File: config.mk
export PLATFORM = sky130hd
export DESIGN_NAME = reset_sequencer
export DESIGN_NICKNAME = d
export VERILOG_FILES = /design/src/rtl/reset_sequencer.sv
export SDC_FILE = /design/constraint.sdc
export NUM_CORES = 1
export LEC_CHECK = 0
export ABC_AREA = 1
export CELL_PAD_IN_SITES_DETAIL_PLACEMENT = 0
export CELL_PAD_IN_SITES_GLOBAL_PLACEMENT = 1
export CORE_MARGIN = 2
export CORE_UTILIZATION = 40
export DETAILED_ROUTE_END_ITERATION = 12
export GPL_TIMING_DRIVEN = 0
export PLACE_DENSITY = 0.78
export SLEW_MARGIN = 5
export SYNTH_ARGS = -nofsm -noshare
export SYNTH_HDL_FRONTEND = slang
export SYNTH_SLANG_ARGS = --single-unit
File: constraint.sdc
create_clock -name CLK_25 -period 2.3 [get_ports CLK_25]
set_clock_uncertainty 0.1 [all_clocks]
set_input_delay 0.46 -clock CLK_25 [delete_from_list [all_inputs] [get_ports CLK_25]]
set_output_delay 0.46 -clock CLK_25 [all_outputs]
set_load 0.02 [all_outputs]
File: src/rtl/reset_sequencer.sv
// reset_sequencer
//   Power-on / reset sequencer for the CLK_25 domain. Synchronises the board
//   reset, then releases camera power-down, camera reset and core reset in a
//   timed order, launches sensor configuration with a one-cycle CFG_START
//   pulse and supervises completion with a timeout and a bounded retry count.
//
//   Optional feature macro: RSTSEQ_LOCK_MON_EN
//     defined   : LOCKED input exists; losing lock restarts from S_STAB.
//     undefined : no LOCKED input; lock is treated as permanently good.
//
// Ports
//   CLK_25       in   the single clock
//   RST_N        in   asynchronous active-low reset
//   LOCKED       in   MMCM lock (only with RSTSEQ_LOCK_MON_EN)
//   CFG_DONE     in   configuration complete level, sampled only in S_WAIT
//   CAM_PWDN     out  camera power-down, active high
//   CAM_RESET_N  out  camera reset, active low
//   CORE_RST_N   out  active-low reset for datapath logic
//   CFG_START    out  one-cycle configuration start pulse
//   SYS_READY    out  configuration accepted
//   FAULT        out  configuration failed MAX_RETRY times (sticky)
//   STATE        out  current state code for debug
`timescale 1ns/1ps

module reset_sequencer #(
    parameter int unsigned STAB_CYC    = 2500,
    parameter int unsigned PWDN_CYC    = 25000,
    parameter int unsigned RST_CYC     = 25000,
    parameter int unsigned CFG_TIMEOUT = 2500000,
    parameter int unsigned MAX_RETRY   = 3,
    parameter int unsigned CNT_W       = 22
) (
    input  logic       CLK_25,
    input  logic       RST_N,
`ifdef RSTSEQ_LOCK_MON_EN
    input  logic       LOCKED,
`endif
    input  logic       CFG_DONE,
    output logic       CAM_PWDN,
    output logic       CAM_RESET_N,
    output logic       CORE_RST_N,
    output logic       CFG_START,
    output logic       SYS_READY,
    output logic       FAULT,
    output logic [2:0] STATE
);

    localparam int unsigned RTY_W = $clog2(MAX_RETRY + 1);

    localparam logic [CNT_W-1:0] STAB_LAST = CNT_W'(STAB_CYC - 1);
    localparam logic [CNT_W-1:0] PWDN_LAST = CNT_W'(PWDN_CYC - 1);
    localparam logic [CNT_W-1:0] RST_LAST  = CNT_W'(RST_CYC - 1);
    localparam logic [CNT_W-1:0] TMO_LAST  = CNT_W'(CFG_TIMEOUT - 1);
    localparam logic [RTY_W-1:0] RTY_LAST  = RTY_W'(MAX_RETRY - 1);

    // S_DONE doubles as the fault terminal; FAULT/SYS_READY tell them apart.
    typedef enum logic [2:0] {
        S_SYNC  = 3'd0,
        S_STAB  = 3'd1,
        S_PWDN  = 3'd2,
        S_CRST  = 3'd3,
        S_CFG   = 3'd4,
        S_WAIT  = 3'd5,
        S_RETRY = 3'd6,
        S_DONE  = 3'd7
    } state_t;

    state_t           state;
    logic [CNT_W-1:0] cnt;
    logic [RTY_W-1:0] retry;
    logic [1:0]       rst_sync;
    logic             rst_released;
    logic             lock_ok;

    assign STATE        = state;
    assign rst_released = rst_sync[1];

    always_ff @(posedge CLK_25 or negedge RST_N) begin
        if (!RST_N) begin
            rst_sync <= '0;
        end else begin
            rst_sync <= {rst_sync[0], 1'b1};
        end
    end

`ifdef RSTSEQ_LOCK_MON_EN
    logic [1:0] lock_sync;

    always_ff @(posedge CLK_25 or negedge RST_N) begin
        if (!RST_N) begin
            lock_sync <= '0;
        end else begin
            lock_sync <= {lock_sync[0], LOCKED};
        end
    end

    assign lock_ok = lock_sync[1];
`else
    assign lock_ok = 1'b1;
`endif

    always_ff @(posedge CLK_25 or negedge RST_N) begin
        if (!RST_N) begin
            state       <= S_SYNC;
            cnt         <= '0;
            retry       <= '0;
            CAM_PWDN    <= 1'b1;
            CAM_RESET_N <= 1'b0;
            CORE_RST_N  <= 1'b0;
            CFG_START   <= 1'b0;
            SYS_READY   <= 1'b0;
            FAULT       <= 1'b0;
        end else if (!lock_ok && state != S_SYNC) begin
            // Lock loss (or lock not yet present) parks the sequence in
            // S_STAB with every output back at its reset value.
            state       <= S_STAB;
            cnt         <= '0;
            retry       <= '0;
            CAM_PWDN    <= 1'b1;
            CAM_RESET_N <= 1'b0;
            CORE_RST_N  <= 1'b0;
            CFG_START   <= 1'b0;
            SYS_READY   <= 1'b0;
            FAULT       <= 1'b0;
        end else begin
            cnt       <= cnt + 1'b1;
            CFG_START <= 1'b0;
            case (state)
                S_SYNC: begin
                    if (rst_released) begin
                        state <= S_STAB;
                        cnt   <= '0;
                    end
                end
                S_STAB: begin
                    if (cnt == STAB_LAST) begin
                        state    <= S_PWDN;
                        cnt      <= '0;
                        CAM_PWDN <= 1'b0;
                    end
                end
                S_PWDN: begin
                    if (cnt == PWDN_LAST) begin
                        state       <= S_CRST;
                        cnt         <= '0;
                        CAM_RESET_N <= 1'b1;
                    end
                end
                S_CRST: begin
                    if (cnt == RST_LAST) begin
                        state      <= S_CFG;
                        cnt        <= '0;
                        CORE_RST_N <= 1'b1;
                        CFG_START  <= 1'b1;
                    end
                end
                S_CFG: begin
                    state <= S_WAIT;
                    cnt   <= '0;
                end
                S_WAIT: begin
                    // Completion beats a coincident timeout.
                    if (CFG_DONE) begin
                        state     <= S_DONE;
                        SYS_READY <= 1'b1;
                    end else if (cnt == TMO_LAST) begin
                        retry <= retry + 1'b1;
                        cnt   <= '0;
                        if (retry < RTY_LAST) begin
                            state       <= S_RETRY;
                            CAM_RESET_N <= 1'b0;
                        end else begin
                            state <= S_DONE;
                            FAULT <= 1'b1;
                        end
                    end
                end
                S_RETRY: begin
                    if (cnt == RST_LAST) begin
                        state       <= S_CRST;
                        cnt         <= '0;
                        CAM_RESET_N <= 1'b1;
                    end
                end
                S_DONE: begin
                    cnt <= cnt;
                end
                default: begin
                    state <= S_SYNC;
                    cnt   <= '0;
                end
            endcase
        end
    end

endmodule

# Yosys cells after proc, flatten, opt, wreduce, memory -nomap -nowiden
# Cells that the tools add are included.
# op_classes
n_div,0
muxes,21
shift,0
reduce_logical,12
eq_ne,18
bitwise,2
order_cmp,1
n_addsub,2
n_mul,0
# ops
operator,count
22-bit 2-to-1 mux,5
22-bit one-hot mux with 5 select lines,1
"22-bit by 1-bit adder with 22-bit output, second input constant",1
"22-bit by 12-bit == test with 1-bit output, second input constant",1
"22-bit by 15-bit == test with 1-bit output, second input constant",1
"22-bit == test, second input constant",1
3-bit 2-to-1 mux,6
3-bit one-hot mux with 6 select lines,1
"3-bit == test, second input constant",4
"2-bit inequality test, second input constant",6
1-bit 2-to-1 mux,7
"3-bit by 2-bit == test with 1-bit output, second input constant",2
2-bit AND reduction,3
6-bit AND reduction,1
6-bit nonzero test,1
5-bit AND reduction,1
4-bit AND reduction,1
"3-bit by 1-bit == test with 1-bit output, second input constant",1
3-bit logical NOT,1
"3-bit inequality test, second input constant",1
3-bit AND reduction,1
3-bit OR reduction,1
"2-bit by 1-bit adder with 2-bit output, second input constant",1
"2-bit less-than comparator, second input constant",1
5 further kinds,6
# totals
input_bits,3
word_cells,66
mem_count,0
latchBits,0
ff_bits,35
ram_bits,0
rom_bits,0
output_inout_bits,9

# Longest topological paths before layout
# Gate-level depths: netlist (run 1).
# depth
word_depth,5
ltp_mapped,13
mapped_depth_nobuf,12

# Worst setup path after synthesis (run 1)
# No wires, ideal clock.
# synth_timing
kind,reg-to-reg
from,"reg state[1], in the netlist STATE[1]"
to,reg cnt[10]
n_path_buf,1
period_less_slack_ns,1.850
t_arrival_ns,1.608
required_ns,2.058
path_stages_with_launch,12
setup_ns,0.142
slack_ns,0.450
cell_sequence,dfrtp_1 -> inv_1 -> ha_1 -> nand2_1 -> inv_2 -> nand2_1 -> o21ai_1 -> a21oi_4 -> nand2_4 -> nand2_4 -> buf_12 -> a21oi_2
# synth_via
elab_chain_cells,3
word_cells_on_any_way,10
classes_between,7 x eq/ne; 1 x mux; 2 x reduce/logical
# synth_lines
item,line_no,text
from (decl),68,state_t state;
from (signal assigned),104,state <= S_SYNC;
from (signal assigned),116,state <= S_STAB;
from (signal assigned),131,state <= S_STAB;
3-bit == test / 3-bit by 2-bit == test with 1-bit output (equally long branches),128,case (state)
3-bit OR reduction (no source line),--,
22-bit one-hot mux with 5 select lines,128,
to (signal assigned),126,cnt <= cnt + 1'b1;
to (signal assigned),186,cnt <= cnt;
to (decl),69,logic [CNT_W-1:0] cnt;
# Several ways; a longest one is shown, not always the timed one.
# A chain may end at the register's enable or synchronous reset.

# Final worst setup path (run 1)
# layout_timing
from,reg CAM_PWDN
to,out CAM_PWDN
# layout_lines
item,line_no,text
from (decl),39,"output logic CAM_PWDN,"
from (signal assigned),107,CAM_PWDN <= 1'b1;
from (signal assigned),119,CAM_PWDN <= 1'b1;
from (signal assigned),139,CAM_PWDN <= 1'b0;
# No word-level cell between the ends.

==> flow_metrics.env, run 1 <==
export IMPL_worstSetupPathType="reg -> out"
export IMPL_cap_violations=0
export IMPL_cts_hold_buffers=0
export IMPL_min_period_ps=1974
export IMPL_worst_pin_slew_ps=836.1
export IMPL_route_vias_total=1904
export IMPL_r2r_slack_ps=330
export IMPL_synthArstFlopShare_pct=100.0
export IMPL_portBuffers=11
export IMPL_coreArea_um2=5851
export IMPL_syn_inst=298
export IMPL_path_cells="clkdlybuf4s50_1"
export IMPL_die_area_um2=6606
export IMPL_drt_initial_drc_count=142
export IMPL_grt_overflow_total=0
export IMPL_netlist_area_leader_share_pct=35.62
export IMPL_synth_area_top_cells="dfrtp_1, nand2_1, nor2_1"
export IMPL_post_route_period_util_pct=85.82
export IMPL_synth_edf_count=0
export IMPL_htree_levels=2
export IMPL_yosysTopAreaCell="dfrtp_1"
export IMPL_powerDensity_nw_per_um2=881.0
export IMPL_path_clk_slew_ps=70
export IMPL_cp_arrival_ps=1410
export IMPL_max_vdd_ir_drop_mv=0.5878
export IMPL_cts_inserted_buffers=5
export IMPL_rows=28
export IMPL_clk_latency_ps=290
export IMPL_rsz0062_at_grt="no"
export IMPL_critPathBufInv=1
export IMPL_io_pins=12
export IMPL_p_sw_share_pct=42.67
export IMPL_gp_congestion=0.7754
export IMPL_antenna_found_initial=0
export IMPL_hold_class="in -> async"
export IMPL_yosysSeqAreaShare_pct=36.72
export IMPL_p_comb_share_pct=50.2
export IMPL_ys_seq_elements=35
export IMPL_ys_flop_type="dfrtp_1"
export IMPL_cellLeakagePower_nw=1.188
export IMPL_grt_pass1_wl_um=9066
export IMPL_track_usage_pct=18.24
export IMPL_clkPwrFrac_pct=18.6
export IMPL_avgSynthCellArea_um2=8.015
export IMPL_final_max_slew_violation_count=0
export IMPL_grt_pass1_vias=1780
export IMPL_grt_max_degree=36
export IMPL_critPathMaxFanout=2
export IMPL_antenna_left=0
export IMPL_synth_cell_type_count=42
export IMPL_area_delta_synth_final_pct=11.73
export IMPL_nets=325
export IMPL_synth_nets=307
export IMPL_max_slew_margin_rel_pct=44.26
export IMPL_cts_root_buf="clkbuf_8"
export IMPL_yosys_warnings=0
export IMPL_dr_pass1_iters=4
export IMPL_power_mw=2.351
export IMPL_cts_tree="built"
export IMPL_required_ps=1740
export IMPL_start_util_pct=40.83
export IMPL_drive_gt1_share_pct=22.40
export IMPL_p_sw_mw=1.003
export IMPL_cts_resized=0
export IMPL_final_util_pct=45.62
export IMPL_wl_um=5265
export IMPL_drc=0
export IMPL_netlist_area_um2=2389
export IMPL_start_kind="flop"
export IMPL_cts_sinks=35
export IMPL_max_freq_mhz=506.6
export IMPL_reg2reg_from="STATE[1]$_DFFE_PN0P_"
export IMPL_cp_top_family="buffers and inverters"
export IMPL_clk_path_buf_depth=2
export IMPL_die_h_um=81.28
export IMPL_synth_common_cells="nand2_1, dfrtp_1, nor2_1, inv_1, nand3_1"
export IMPL_timing_rr_end="cnt[6]$_DFFE_PN0P_"
export IMPL_synth_most_common_cell="nand2_1"
export IMPL_status="complete, no violations"
export IMPL_hold_viol_final=0
export IMPL_setup_violations=0
export IMPL_n_antenna_cell=0
export IMPL_cp_end_kind="output pin"
export IMPL_cts_setup_buffers=0
export IMPL_die_width_um=81.28
export IMPL_hpwl_um=3879
export IMPL_critPathSlowestCell="clkdlybuf4s50_1"
export IMPL_max_stage_delay_ps=590
export IMPL_routedWlPerCell_um=13.43
export IMPL_routed_via_density=4.857
export IMPL_seqPwrFrac_pct=31.2
export IMPL_r2r_cells=5
export IMPL_internal_power_mw=1.348
[sequential cells by signal, indices dropped and copies added, names as in the netlist]
name / count
SYS_READY: 1
CFG_START: 1
rst_sync: 2
CAM_PWDN: 1
FAULT: 1
retry: 2
cnt: 22
CORE_RST_N: 1
CAM_RESET_N: 1
STATE: 3
[kinds of logic (layout without fill, tap and decap cells)]
| family | count (synthesis) | count (layout) | share of synthesized area [%] |
|---|---|---|---|
| fa+ha+maj | 6 | 6 | 3.143 |
| buf+inv | 47 | 66 | 10.06 |
| flops | 35 | 35 | 36.72 |
| compound gates | 34 | 34 | 11.47 |
| simple gates | 160 | 160 | 32.90 |
| xor+xnor | 14 | 14 | 5.134 |
| mux | 1 | 1 | 0.4191 |
| other cells | 1 | 1 | 0.1570 |
[layout by cell type (no fill, tap or decap), types with 2 or more instances in the layout]
cell              n
nor2_2            5
nand4_1          11
o211ai_1          2
nand3_1          15
buf_6             2
clkinv_4          2
buf_12            2
nor2_4            3
nor3_1            2
nand3_2           2
xnor2_1           3
nor3_2            2
nand2_1          71
xor2_1           11
a21oi_2          14
inv_2             7
or2_2             3
ha_1              6
clkbuf_1          4
nor2_1           34
nand2_2           4
clkbuf_8          5
inv_1            27
o21ai_1           3
buf_2             3
nand2_4           5
clkdlybuf4s50_1  10
dfrtp_1          34
o21ai_2           6
o21ai_0           4
[routing by layer]
layer / GRT usage (%) / vias up / wire length, um / part of all wire [%]
met5: 0 / - / 0 / 0
met4: 6.102 / 0 / 27 / 0.51
met1: 25.91 / 908 / 2642 / 50
li1: - / 979 / - / -
met2: 27.54 / 15 / 2497 / 47
met3: 3.667 / 2 / 98 / 1.9
[cell type report]
class | instances | area (um^2)
buffer | 10 | 91.34
clock buffer | 7 | 76.32
clock inverter | 1 | 5.005
fill | 617 | 3182
inverter | 37 | 148.9
multi-input combinational | 216 | 1271
sequential | 35 | 877.1
tap | 75 | 93.84
timing repair buffer | 11 | 105.1
[power groups by stage]
stage	sequential [mW]	combinational, mW	clock [mW]
5_1_grt	0.744	1.31	0.487
3_3_place_gp	0.744	1.18	0
4_1_cts	0.735	1.18	0.460
2_1_floorplan	0.775	0.880	0
6_report	0.734	1.18	0.436
3_5_place_dp	0.747	1.18	0
[per-stage QoR]
| step | setup TNS [ps] | hold WS (ps) | setup WS (ps) | instances | area, um^2 |
|---|---|---|---|---|---|
| after floorplan | 0 | 64.41 | 450.0 | 298 | 2389 |
| after global placement | -5074 | 233.2 | -151.9 | 384 | 2592 |
| after detailed placement | 0 | 236.2 | 321.8 | 384 | 2587 |
| after CTS | 0 | 181.8 | 298.4 | 392 | 2669 |
| after global routing | 0 | 221.2 | 148.6 | 392 | 2669 |
| final | 0 | 158.1 | 326.1 | 392 | 2669 |
[worst max-delay path by stage]
| stage | startpoint | end | slack, ps | cells past startpoint |
|---|---|---|---|---|
| after floorplan | STATE[1]$_DFFE_PN0P_ | cnt[10]$_DFFE_PN0P_ | 450 | 11 |
| after global placement | RST_N | cnt[1]$_DFFE_PN0P_ | -150 | 1 |
| after detailed placement | STATE[1]$_DFFE_PN0P_ | cnt[6]$_DFFE_PN0P_ | 320 | 5 |
| after CTS | STATE[1]$_DFFE_PN0P_ | cnt[6]$_DFFE_PN0P_ | 300 | 5 |
| after global routing | cnt[16]$_DFFE_PN0P_ | STATE[0]$_DFFE_PN0P_ | 150 | 10 |
| final | CAM_PWDN$_DFFE_PN1P_ | CAM_PWDN | 330 | 1 |
Note: power is estimated with default switching activity, not from simulation.
==> inputs of run 2 (changes only) <==
--- a/config.mk
+++ b/config.mk
@@ -10,6 +10,7 @@
 export CELL_PAD_IN_SITES_GLOBAL_PLACEMENT = 1
 export CORE_MARGIN = 2
 export CORE_UTILIZATION = 40
+export CTS_CLUSTER_SIZE = 20
 export DETAILED_ROUTE_END_ITERATION = 12
 export GPL_TIMING_DRIVEN = 0
 export PLACE_DENSITY = 0.78
==> results of run 2 <==
The final DEF is identical to that of run 1; final timing and power are the same.
==> inputs of run 3 (changes only) <==
--- a/config.mk
+++ b/config.mk
@@ -13,6 +13,7 @@
 export CTS_CLUSTER_SIZE = 20
 export DETAILED_ROUTE_END_ITERATION = 12
 export GPL_TIMING_DRIVEN = 0
+export HOLD_SLACK_MARGIN = 0.12
 export PLACE_DENSITY = 0.78
 export SLEW_MARGIN = 5
 export SYNTH_ARGS = -nofsm -noshare
==> results of run 3 <==
The final DEF is identical to that of run 1; final timing and power are the same.
